## config.mk

```make
export PLATFORM = sky130hd
export DESIGN_NAME = seq_alu_param_flat
export DESIGN_NICKNAME = d
export VERILOG_FILES = /design/src/rtl/seq_alu_pkg.sv /design/src/rtl/seq_alu_param_if.sv /design/src/rtl/seq_alu_shdp.sv /design/src/rtl/seq_alu_param.sv /design/src/flat_wrapper.sv
export SDC_FILE = /design/constraint.sdc
export NUM_CORES = 1
export LEC_CHECK = 0
export CAP_MARGIN = 15
export CORE_ASPECT_RATIO = 0.5
export CORE_MARGIN = 2
export CORE_UTILIZATION = 25
export CTS_CLUSTER_SIZE = 12
export DETAILED_ROUTE_END_ITERATION = 6
export GPL_ROUTABILITY_DRIVEN = 1
export RECOVER_POWER = 100
export SETUP_SLACK_MARGIN = 0.3
export SLEW_MARGIN = 20
export SYNTH_ARGS = -nofsm -noshare
export SYNTH_HDL_FRONTEND = slang
export SYNTH_HIERARCHICAL = 1
export SYNTH_SLANG_ARGS = --single-unit
```

## constraint.sdc

```tcl
create_clock -name clk -period 6.05 [get_ports clk]
set_input_delay 1.21 -clock clk [delete_from_list [all_inputs] [get_ports clk]]
set_output_delay 1.21 -clock clk [all_outputs]
set_load 0.02 [all_outputs]
```

## src/rtl/seq_alu_pkg.sv

```systemverilog
// Shared types for the seq_alu_param multi-cycle ALU: mode and FSM state encodings
// plus the iteration-counter width helper.
package seq_alu_pkg;

    typedef enum logic [2:0] {
        MODE_MULU = 3'd0,
        MODE_DIVU = 3'd1,
        MODE_AND  = 3'd2,
        MODE_OR   = 3'd3,
        MODE_XOR  = 3'd4,
        MODE_MULS = 3'd5,
        MODE_DIVS = 3'd6,
        MODE_RSVD = 3'd7
    } mode_e;

    typedef enum logic [2:0] {
        ST_IDLE  = 3'd0,
        ST_MUL   = 3'd1,
        ST_DIV   = 3'd2,
        ST_LOGIC = 3'd3,
        ST_OUT   = 3'd4
    } state_e;

    function automatic int cnt_width(input int w);
        int r;
        r = 0;
        while ((1 << r) < w) r++;
        return r;
    endfunction

endpackage

```

## src/rtl/seq_alu_param_if.sv

```systemverilog
// Request/result bundle between the issue stage (master) and seq_alu_param (slave).
interface seq_alu_param_if #(
    parameter int WIDTH = 32
);
    import seq_alu_pkg::*;

    // valid is sampled only while busy=0; ready is a one-cycle pulse during which
    // out/err are valid. A request raised while busy is dropped, not queued.
    logic               valid;
    logic [2:0]         mode;
    logic [WIDTH-1:0]   in_A;
    logic [WIDTH-1:0]   in_B;
    logic               busy;
    logic               ready;
    logic               err;
    logic [2*WIDTH-1:0] out;
    state_e             state;

    modport master (output valid, mode, in_A, in_B,
                    input  busy, ready, err, out, state);
    modport slave  (input  valid, mode, in_A, in_B,
                    output busy, ready, err, out, state);
endinterface

```

## src/rtl/seq_alu_shdp.sv

```systemverilog
// Shared 2*WIDTH shift register with a WIDTH+1-bit add/subtract stage: one
// shift-add multiply step (shift right) or restoring divide step (shift left) per cycle.
module seq_alu_shdp #(
    parameter int WIDTH = 32
) (
    input  logic               clk,
    input  logic               rst,
    input  logic               load,
    input  logic               step,
    input  logic               shift_left,
    input  logic               op_sub,
    input  logic [WIDTH-1:0]   load_a,
    input  logic [WIDTH-1:0]   operand_b,
    output logic [2*WIDTH-1:0] sreg
);
    logic [WIDTH:0]   base;
    logic [WIDTH:0]   addsub;
    logic [WIDTH:0]   sel;
    logic [WIDTH-1:0] lo;
    logic             cond;

    assign lo = sreg[WIDTH-1:0];
    // Divide works on the remainder already shifted left with the next dividend bit.
    assign base   = shift_left ? sreg[2*WIDTH-1:WIDTH-1] : {1'b0, sreg[2*WIDTH-1:WIDTH]};
    assign addsub = op_sub ? (base - {1'b0, operand_b}) : (base + {1'b0, operand_b});
    assign cond   = op_sub ? (base >= {1'b0, operand_b}) : lo[0];
    assign sel    = cond ? addsub : base;

    always_ff @(posedge clk or posedge rst) begin
        if (rst) begin
            sreg <= '0;
        end else if (load) begin
            sreg <= {{WIDTH{1'b0}}, load_a};
        end else if (step) begin
            if (shift_left) sreg <= {sel[WIDTH-1:0], lo[WIDTH-2:0], cond};
            else            sreg <= {sel, lo[WIDTH-1:1]};
        end
    end
endmodule

```

## src/rtl/seq_alu_param.sv

```systemverilog
// Multi-cycle ALU top: FSM, iteration counter, operand latches, result register.
// Optional SEQ_ALU_SIGNED_EN adds signed multiply/divide on modes 5/6.
module seq_alu_param
    import seq_alu_pkg::*;
#(
    parameter int WIDTH = 32,
    parameter int CNT_W = cnt_width(WIDTH)
) (
    input logic            clk,
    input logic            rst,
    seq_alu_param_if.slave bus
);
    state_e               state_q, state_d;
    logic [CNT_W-1:0]     cnt_q;
    logic [WIDTH-1:0]     a_q, b_q, mag_a, mag_b;
    mode_e                mode_q, mode_in;
    logic                 bzero_q;
    logic [2*WIDTH-1:0]   out_q, result, sreg;
    logic                 err_q, result_err;
    logic                 accept, last, step, is_mul_in, is_div_in;
    logic [WIDTH-1:0]     quo, rem;

    assign mode_in = mode_e'(bus.mode);
    assign accept  = (state_q == ST_IDLE) && bus.valid;
    assign last    = (cnt_q == CNT_W'(WIDTH - 1));
    assign step    = (state_q == ST_MUL) || (state_q == ST_DIV);

`ifdef SEQ_ALU_SIGNED_EN
    logic signed_in, sa_in, sb_in, sa_q, sb_q;
    assign signed_in = (mode_in == MODE_MULS) || (mode_in == MODE_DIVS);
    assign sa_in     = signed_in & bus.in_A[WIDTH-1];
    assign sb_in     = signed_in & bus.in_B[WIDTH-1];
    assign mag_a     = sa_in ? -bus.in_A : bus.in_A;
    assign mag_b     = sb_in ? -bus.in_B : bus.in_B;
    assign is_mul_in = (mode_in == MODE_MULU) || (mode_in == MODE_MULS);
    assign is_div_in = (mode_in == MODE_DIVU) || (mode_in == MODE_DIVS);
`else
    assign mag_a     = bus.in_A;
    assign mag_b     = bus.in_B;
    assign is_mul_in = (mode_in == MODE_MULU);
    assign is_div_in = (mode_in == MODE_DIVU);
`endif

    seq_alu_shdp #(.WIDTH(WIDTH)) u_shdp (
        .clk        (clk),
        .rst        (rst),
        .load       (accept),
        .step       (step),
        .shift_left (state_q == ST_DIV),
        .op_sub     (state_q == ST_DIV),
        .load_a     (mag_a),
        .operand_b  (b_q),
        .sreg       (sreg)
    );

    always_ff @(posedge clk or posedge rst) begin
        if (rst) state_q <= ST_IDLE;
        else     state_q <= state_d;
    end

    always_comb begin
        state_d = state_q;
        case (state_q)
            ST_IDLE:  if (bus.valid) state_d = is_mul_in ? ST_MUL : (is_div_in ? ST_DIV : ST_LOGIC);
            ST_MUL:   if (last) state_d = ST_OUT;
            ST_DIV:   if (last) state_d = ST_OUT;
            ST_LOGIC: state_d = ST_OUT;
            ST_OUT:   state_d = ST_IDLE;
            default:  state_d = ST_IDLE;
        endcase
    end

    always_ff @(posedge clk or posedge rst) begin
        if (rst) begin
            cnt_q   <= '0;
            a_q     <= '0;
            b_q     <= '0;
            mode_q  <= MODE_MULU;
            bzero_q <= 1'b0;
            out_q   <= '0;
            err_q   <= 1'b0;
        end else begin
            cnt_q <= (step && !last) ? cnt_q + 1'b1 : '0;
            if (accept) begin
                a_q     <= bus.in_A;
                b_q     <= mag_b;
                mode_q  <= mode_in;
                bzero_q <= (bus.in_B == '0);
            end
            if (state_q == ST_OUT) begin
                out_q <= result;
                err_q <= result_err;
            end
        end
    end

`ifdef SEQ_ALU_SIGNED_EN
    always_ff @(posedge clk or posedge rst) begin
        if (rst) begin
            sa_q <= 1'b0;
            sb_q <= 1'b0;
        end else if (accept) begin
            sa_q <= sa_in;
            sb_q <= sb_in;
        end
    end
`endif

    assign quo = sreg[WIDTH-1:0];
    assign rem = sreg[2*WIDTH-1:WIDTH];

    // Unrecognised modes (including 5/6 without signed support) land in default.
    always_comb begin
        result     = '0;
        result_err = 1'b0;
        case (mode_q)
            MODE_MULU: result = sreg;
            MODE_DIVU: begin
                result     = {rem, quo};
                result_err = bzero_q;
            end
            MODE_AND:  result = {{WIDTH{1'b0}}, a_q & b_q};
            MODE_OR:   result = {{WIDTH{1'b0}}, a_q | b_q};
            MODE_XOR:  result = {{WIDTH{1'b0}}, a_q ^ b_q};
`ifdef SEQ_ALU_SIGNED_EN
            MODE_MULS: result = (sa_q ^ sb_q) ? -sreg : sreg;
            MODE_DIVS: begin
                result     = {(sa_q ? -rem : rem),
                              (bzero_q ? {WIDTH{1'b1}} : ((sa_q ^ sb_q) ? -quo : quo))};
                result_err = bzero_q;
            end
`endif
            default:   result_err = 1'b1;
        endcase
    end

    assign bus.ready = (state_q == ST_OUT);
    assign bus.busy  = (state_q != ST_IDLE);
    assign bus.out   = bus.ready ? result : out_q;
    assign bus.err   = bus.ready ? result_err : err_q;
    assign bus.state = state_q;
endmodule
```

## src/flat_wrapper.sv

```systemverilog
// flat-port wrapper written by rule: the top's interface ports become plain ports
module seq_alu_param_flat import seq_alu_pkg::*;
#(
    parameter int WIDTH = 32,
    parameter int CNT_W = cnt_width(WIDTH)
)
  (clk, rst, bus_valid, bus_mode, bus_in_A, bus_in_B, bus_busy, bus_ready, bus_err, bus_out, bus_state);
  seq_alu_param_if #(.WIDTH(WIDTH)) bus_i ();
  input logic clk;
  input logic rst;
  input wire logic [$bits(bus_i.valid)-1:0] bus_valid;
  input wire logic [$bits(bus_i.mode)-1:0] bus_mode;
  input wire logic [$bits(bus_i.in_A)-1:0] bus_in_A;
  input wire logic [$bits(bus_i.in_B)-1:0] bus_in_B;
  output wire logic [$bits(bus_i.busy)-1:0] bus_busy;
  output wire logic [$bits(bus_i.ready)-1:0] bus_ready;
  output wire logic [$bits(bus_i.err)-1:0] bus_err;
  output wire logic [$bits(bus_i.out)-1:0] bus_out;
  output wire logic [$bits(bus_i.state)-1:0] bus_state;
  assign bus_i.valid = bus_valid;
  assign bus_i.mode = bus_mode;
  assign bus_i.in_A = bus_in_A;
  assign bus_i.in_B = bus_in_B;
  assign bus_busy = bus_i.busy;
  assign bus_ready = bus_i.ready;
  assign bus_err = bus_i.err;
  assign bus_out = bus_i.out;
  assign bus_state = bus_i.state;
  seq_alu_param #(.WIDTH(WIDTH), .CNT_W(CNT_W)) u_core (.clk(clk), .rst(rst), .bus(bus_i));
endmodule
```

# Word level (Yosys, flattened, before mapping)
# Index checks and enable logic that the tools add are counted.
word_totals:
  reg_bits: 205
  input_bits: 70
  elab_cells: 59
  output_inout_bits: 70
op_classes:
  reduce_logical: 14
  order_cmp: 1
  add_sub_neg: 3
  eq_ne: 12
  bitwise_logic: 3
  muxes: 17
op_table:
  columns: ["cell", "n"]
  rows:
  - ["$mux 64", 4]
  - ["$pmux 64 s4", 1]
  - ["$mux 33", 3]
  - ["$add 33x32->33", 1]
  - ["$ge 33x32->1", 1]
  - ["$sub 33x32->33", 1]
  - ["$and 32x32->32", 1]
  - ["$logic_not 32->1", 1]
  - ["$or 32x32->32", 1]
  - ["$xor 32x32->32", 1]
  - ["$eq 3x2->1 const B", 4]
  - ["$eq 3x1->1 const B", 3]
  - ["$logic_not 3->1", 3]
  - ["$mux 3", 3]
  - ["$pmux 3 s3", 1]
  - ["$eq 3x3->1 const B", 2]
  - ["$add 5x1->5 const B", 1]
  - ["$eq 5x5->1 const B", 1]
  - ["$mux 5", 1]
  - ["$reduce_or 2->1", 2]
  - ["$reduce_or 4->1", 1]
  - ["$mux 1", 3]
  - ["$reduce_bool 3->1", 1]
  - ["$logic_and 1x1->1", 2]
  - ["other kinds (7)", 7]

# Logic depth before layout (Yosys ltp)
logic_depth:
  ltp_word: 8
  ltp_mapped: 21
  mapped_depth_nobuf: 16

# Modules after synthesis
# The synthesis kept the hierarchy.
by_module_without_submodules:
  columns: ["module", "n_inst", "area_per_inst_um2", "cells_per_inst"]
  rows:
  - ["seq_alu_param", 1, 7962.6, 842]
  - ["seq_alu_shdp", 1, 7883.8, 1048]

# Least setup slack after synthesis
# OpenSTA, ideal clock, no wires.
synth_timing:
  kind: "reg-to-reg"
  start: "register u_core.state_q[1] (netlist: u_core/bus.state[1])"
  end: "register u_core.u_shdp.sreg[40]"
  n_path_buf: 7
  path_stages_with_launch: 19
  setup_time_ns: 0.126
  required_ns: 5.924
  synth_period_minus_slack_ns: 5.282
  path_slack_ns: 0.768
  t_arrival_ns: 5.156
  path_cell_list: "dfrtp_1 buf_2 nor3b_1 clkbuf_1 clkbuf_1 buf_1 buf_2 mux2_2 ha_1 buf_2 nand4_1 or3_1 o41ai_2 a221oi_2 a31oi_4 buf_4 mux2i_1 nor2_1 a221o_1"
synth_via:
  elab_chain_len: 8
  word_cells_on_any_way: 16
  cone_classes: "2 x add/sub; 1 x order compare; 2 x eq/ne; 7 x mux; 4 x reduce/logical"
synth_rtl:
  columns: ["element", "line", "text"]
  rows:
  - ["start, declared", "seq_alu_param.sv:13", "state_e state_q, state_d;"]
  - ["start signal, assigned", "seq_alu_param.sv:58", "else state_q <= state_d;"]
  - ["$eq 3x2->1", "seq_alu_param.sv:26, seq_alu_param.sv:49, seq_alu_param.sv:50", null]
  - ["$mux 33", "seq_alu_shdp.sv:24", "assign base = shift_left ? sreg[2*WIDTH-1:WIDTH-1] : {1'b0, sreg[2*WIDTH-1:WIDTH]};"]
  - ["$add 33x32->33, or another cell as far along", "seq_alu_shdp.sv:25", "assign addsub = op_sub ? (base - {1'b0, operand_b}) : (base + {1'b0, operand_b});"]
  - ["$mux 33 / $mux 1 (equally long branches)", "seq_alu_shdp.sv:25, seq_alu_shdp.sv:26", null]
  - ["$mux 33", "seq_alu_shdp.sv:27", "assign sel = cond ? addsub : base;"]
  - ["$mux 64", "seq_alu_shdp.sv:35", "if (shift_left) sreg <= {sel[WIDTH-1:0], lo[WIDTH-2:0], cond};"]
  - ["$mux 64", "seq_alu_shdp.sv:34", "end else if (step) begin"]
  - ["$mux 64", "seq_alu_shdp.sv:32", "end else if (load) begin"]
  - ["end signal, assigned", "seq_alu_shdp.sv:33", "sreg <= {{WIDTH{1'b0}}, load_a};"]
  - ["end signal, assigned", "seq_alu_shdp.sv:35", null]
  - ["end signal, assigned", "seq_alu_shdp.sv:36", "else sreg <= {sel, lo[WIDTH-1:1]};"]
  - ["end, declared", "seq_alu_shdp.sv:14", "output logic [2*WIDTH-1:0] sreg"]
# Parallel ways exist; a longest one is shown, timed or not. The select of a mux whose other input is x is not followed.
# A chain may end at the register's enable or synchronous reset.

# Worst setup path after layout
layout_timing:
  start: "register u_core.state_q[1] (netlist: u_core/bus.state[1])"
  end: "register u_core.u_shdp.sreg[63]"
# The elaborated chain is that of the path after synthesis.

==> run metrics <==
status complete, but fails checks; violated checks max-capacitance violations, max-slew violations; post-synthesis xor/xnor area fraction 1.77%; Max stage delay on crit path 0.89 ns; drt total wl 51.7 mm; signal arrival time at the worst endpoint 5.94 ns; post-route ant nets 0; power per cell area 663 mW/mm2; dominant cell type by area after synthesis dfrtp_1; first-pass GRT wire length 80.9 mm; Slowest-stage cell, CP o311ai_0; cell count after synthesis 1890; I/O pin count 140; diodes inserted 0; clock sink count 205; post-synthesis mux area share 5.11%; area of the multi-input gates 0.00949 mm2; placed instance area 0.0178 mm2; mean area per synthesized cell 8.38 um2; Ys Warns 6; ys async rst share 100%; syn nets 2092; vias in the first global route 13400; complex-gate fraction of the synthesized area 18.1%; post-synth top area share 32.4%; nets 2139; FF-to-FF path depth 16; register area 0.00514 mm2; Final setup viols 0; core area 0.0629 mm2; worst setup path start u_core/bus.state[1]$_DFFE_PP0P_; clk_lat worst skew 0.55 ns; post-synthesis simple-gate area fraction 24.6%; Die W 360 um; router iterations before antenna repair 6; Clock power frac 11.7%; Post-Synth Adder-Cell Area 10.5%; Die H 182 um; reg-to-reg startpoint u_core/bus.state[1]$_DFFE_PP0P_; total internal power 5900 uW; Comb power frac 65.6%; total CTS buffers 24; worst slew pin tran 2.62 ns; Worst Setup Start Kind flip-flop; fmax 0.181 GHz; port bufs 139; global-route usage over all layers 15.4%; placed wire-length estimate 38.6 mm; HP Class reg -> reg; period utilization 91.2%; Yosys reg bits 205; Slew Limit Fails 318; Worst Skew 0.0270 ns; Post-synth top flop dfrtp_1; Sw Pwr 6380 uW; Via density 5.06; P_leak 0.00802 uW; number of enable flip-flop cells after synthesis 0; num rows 65; fillcell total 6652; Worst Setup End Kind flip-flop; root buffer cell clkbuf_16; Crit Path Max Fanout 36; Max-Cap Viols 5; die area 0.0655 mm2; RD Place Congestion 0.957; worst endpoint required time 6.47 ns; clk buf depth 3; register area share after synthesis 32.4%; Synth-to-Final Area Change 16.9%; GR Overflow Total 0; post-CTS sizing 0; Area contributors post-synth dfrtp_1 (32%), ha_1 (10%), nand2_1 (7.1%); Rel. slew slack -75.8%; sequential power share 22.7%; post-CTS setup buffer count 0; synth unique cells 96; final setup margin 0.533 ns; Peak supply drop 0.291 mV; largest net degree at the start of global routing 151; Fin. Hold Viols 0; 1st-iter DRT viols 1414; Post-Syn Area 0.0158 mm2; Via Count 14100; Clk pin slew, worst setup/hold paths 0.06 ns; initial antenna violation count 0; Remaining DRCs 0; terminus of the critical flop-to-flop path u_core/u_shdp/sreg[63]$_DFFE_PP0P_; Switching Share 52.0%; share of cells above drive strength 1 6.40%; setup tns final 0 ns; RSZ-0062 raised after global routing false; Setup crit end u_core/u_shdp/sreg[63]$_DFFE_PP0P_; Hold-fix buffers, CTS 0; Initial Utilization 25.2%; TritonCTS clock tree built; largest family of logic cells by synthesized area simple AND/OR/NAND/NOR gates; Period minus WS final 5.52 ns; kind of critical path reg -> reg; pre-CTS setup slack 0.944 ns; wire length per cell 18.5 um; H-tree Lvls 1; post-route design area 0.0185 mm2; crit-path cells nor3b_2 > buf_12 > buf_4 > mux2_2 > ha_1 > fa_1 > nor2b_1 > o311ai_0 > a211o_1 > nand4b_2 > o21ai_1 > o21bai_1 > a21o_1 > a2111oi_0 > o31ai_1 > a32o_1; worst reg2reg setup slack 0.53 ns
cells by family after synthesis:
| kind of cell | count (synthesis) |
|---|---|
| AND/OR/NAND/NOR | 709 |
| adder cells (fa/ha/maj) | 132 |
| XOR/XNOR | 32 |
| AO/OA/AOI/OAI | 462 |
| multiplexers | 74 |
| flip-flops | 205 |
| buffers and inverters | 276 |
registers in the layout (all words and copies together) (netlist names), named ones only:
name	count
u_core/err_q	1
u_core/out_q	64
u_core/bzero_q	1
u_core/cnt_q	5
u_core/b_q	32
u_core/u_shdp/sreg	63
u_core/bus.state	3
u_core/a_q	32
u_core/mode_q	3
metrics by stage:
step           cells  util (%)  hold WS, ns  total power, uW
2_1_floorplan   1890         -        0.431             8470
3_3_place_gp    2748      28.3        0.447            10800
3_5_place_dp    2748      28.3        0.454            10900
4_1_cts         2789      29.6        0.461            12400
5_1_grt         2789      29.5        0.498            13300
6_report        2789      29.5        0.457            12300
cells in the final DEF (no fill, tap or decap), drive strengths merged, types with 5 or more instances in the layout:
| cell type | netlist | layout |
|---|---|---|
| nand2 | 302 | 302 |
| o21ai | 220 | 220 |
| dfrtp | 205 | 205 |
| ha | 130 | 130 |
| inv | 131 | 130 |
| nor4bb | 96 | 96 |
| nor2 | 87 | 87 |
| a21oi | 87 | 87 |
| dlygate4sd3 | 0 | 72 |
| clkdlybuf4s50 | 0 | 67 |
| nor4 | 50 | 50 |
| nand3 | 46 | 46 |
| clkbuf | 73 | 41 |
| mux2i | 37 | 37 |
| mux2 | 35 | 35 |
| nor3b | 34 | 34 |
| xnor2 | 30 | 30 |
| nor3 | 20 | 20 |
| nor2b | 18 | 18 |
| buf | 69 | 18 |
| nand4 | 14 | 14 |
| a21o | 13 | 13 |
| a211oi | 13 | 13 |
| o31ai | 12 | 12 |
| nand2b | 10 | 10 |
| o22ai | 10 | 10 |
| a31oi | 10 | 10 |
| o221ai | 9 | 9 |
| a2111oi | 9 | 9 |
| o21a | 8 | 8 |
| o211ai | 8 | 8 |
| clkinv | 3 | 8 |
| or3 | 7 | 7 |
| a221o | 7 | 7 |
| o311ai | 7 | 7 |
| and3 | 6 | 6 |
| o21bai | 6 | 6 |
| and2 | 6 | 6 |
| o41ai | 5 | 5 |
layout make-up:
type	instances	share of cell area [%]
Clock buffer	35	3.74
Tap cell	837	5.65
Multi-Input combinational cell	1409	51.2
Timing Repair Buffer	163	8.45
Sequential cell	205	27.7
Inverter	134	2.75
Clock inverter	6	0.453
routing by layer:
layer  up-vias  wire (um)  global-route usage, %
li1       6817          -                      -
met1      6916      24100                   21.4
met2       346      24800                   26.2
met3        40       2130                   1.61
met4         0        714                   2.34
met5         -          0                      0
Yosys cell counts, types with 5 or more instances:
cell / n
a31oi_1: 9
inv_1: 127
nor2_1: 87
nor3_1: 19
nand4_1: 14
a21o_1: 13
o21ai_0: 132
a221o_1: 7
o21ai_1: 88
nand2b_1: 10
nor2b_1: 17
xnor2_1: 30
o221ai_1: 9
and3_1: 6
buf_2: 31
o21a_1: 8
mux2_2: 34
or3_1: 7
dfrtp_1: 205
buf_4: 19
buf_6: 7
a211oi_1: 12
o211ai_1: 8
nand2_1: 301
a2111oi_0: 6
a21oi_1: 84
clkbuf_1: 71
o21bai_1: 6
nor4_1: 47
nand3_1: 46
o22ai_1: 9
buf_1: 12
mux2i_1: 37
ha_1: 130
o31ai_1: 10
and2_1: 5
nor4bb_1: 96
nor3b_1: 34
power by group through the flow:
| stage | combinational, uW | sequential, uW | clock [uW] |
|---|---|---|---|
| floorplan | 6130 | 2350 | 0 |
| global placement | 8030 | 2780 | 0 |
| detailed placement | 8050 | 2800 | 0 |
| CTS | 8100 | 2780 | 1480 |
| global route | 8850 | 2880 | 1540 |
| finish | 8050 | 2790 | 1440 |
how the worst min path moves through the flow:
| stage | end | from | depth (start not counted) | slack, ns |
|---|---|---|---|---|
| after floorplan | u_core/cnt_q[0]$_DFF_PP0_ | u_core/cnt_q[0]$_DFF_PP0_ | 1 | 0.43 |
| after CTS | u_core/cnt_q[0]$_DFF_PP0_ | u_core/cnt_q[0]$_DFF_PP0_ | 1 | 0.46 |
| final | u_core/out_q[46]$_DFF_PP0_ | u_core/out_q[46]$_DFF_PP0_ | 2 | 0.46 |
| after detailed placement | u_core/out_q[34]$_DFF_PP0_ | u_core/out_q[34]$_DFF_PP0_ | 2 | 0.45 |
| after global routing | u_core/out_q[56]$_DFF_PP0_ | u_core/out_q[56]$_DFF_PP0_ | 2 | 0.50 |
| after global placement | u_core/out_q[34]$_DFF_PP0_ | u_core/out_q[34]$_DFF_PP0_ | 2 | 0.45 |
worst max-delay path, delay by kind of cell, from the launching register on:
| kind | cells | cell delay, ns |
|---|---|---|
| muxes | 1 | 0.38 |
| buffers and inverters | 2 | 0.54 |
| DFF | 1 | 0.47 |
| AOI/OAI and AO/OA | 8 | 2.69 |
| and+or+nand+nor | 3 | 0.63 |
| adders and majority gates | 2 | 0.64 |
Power figures use the tool's default switching activity.
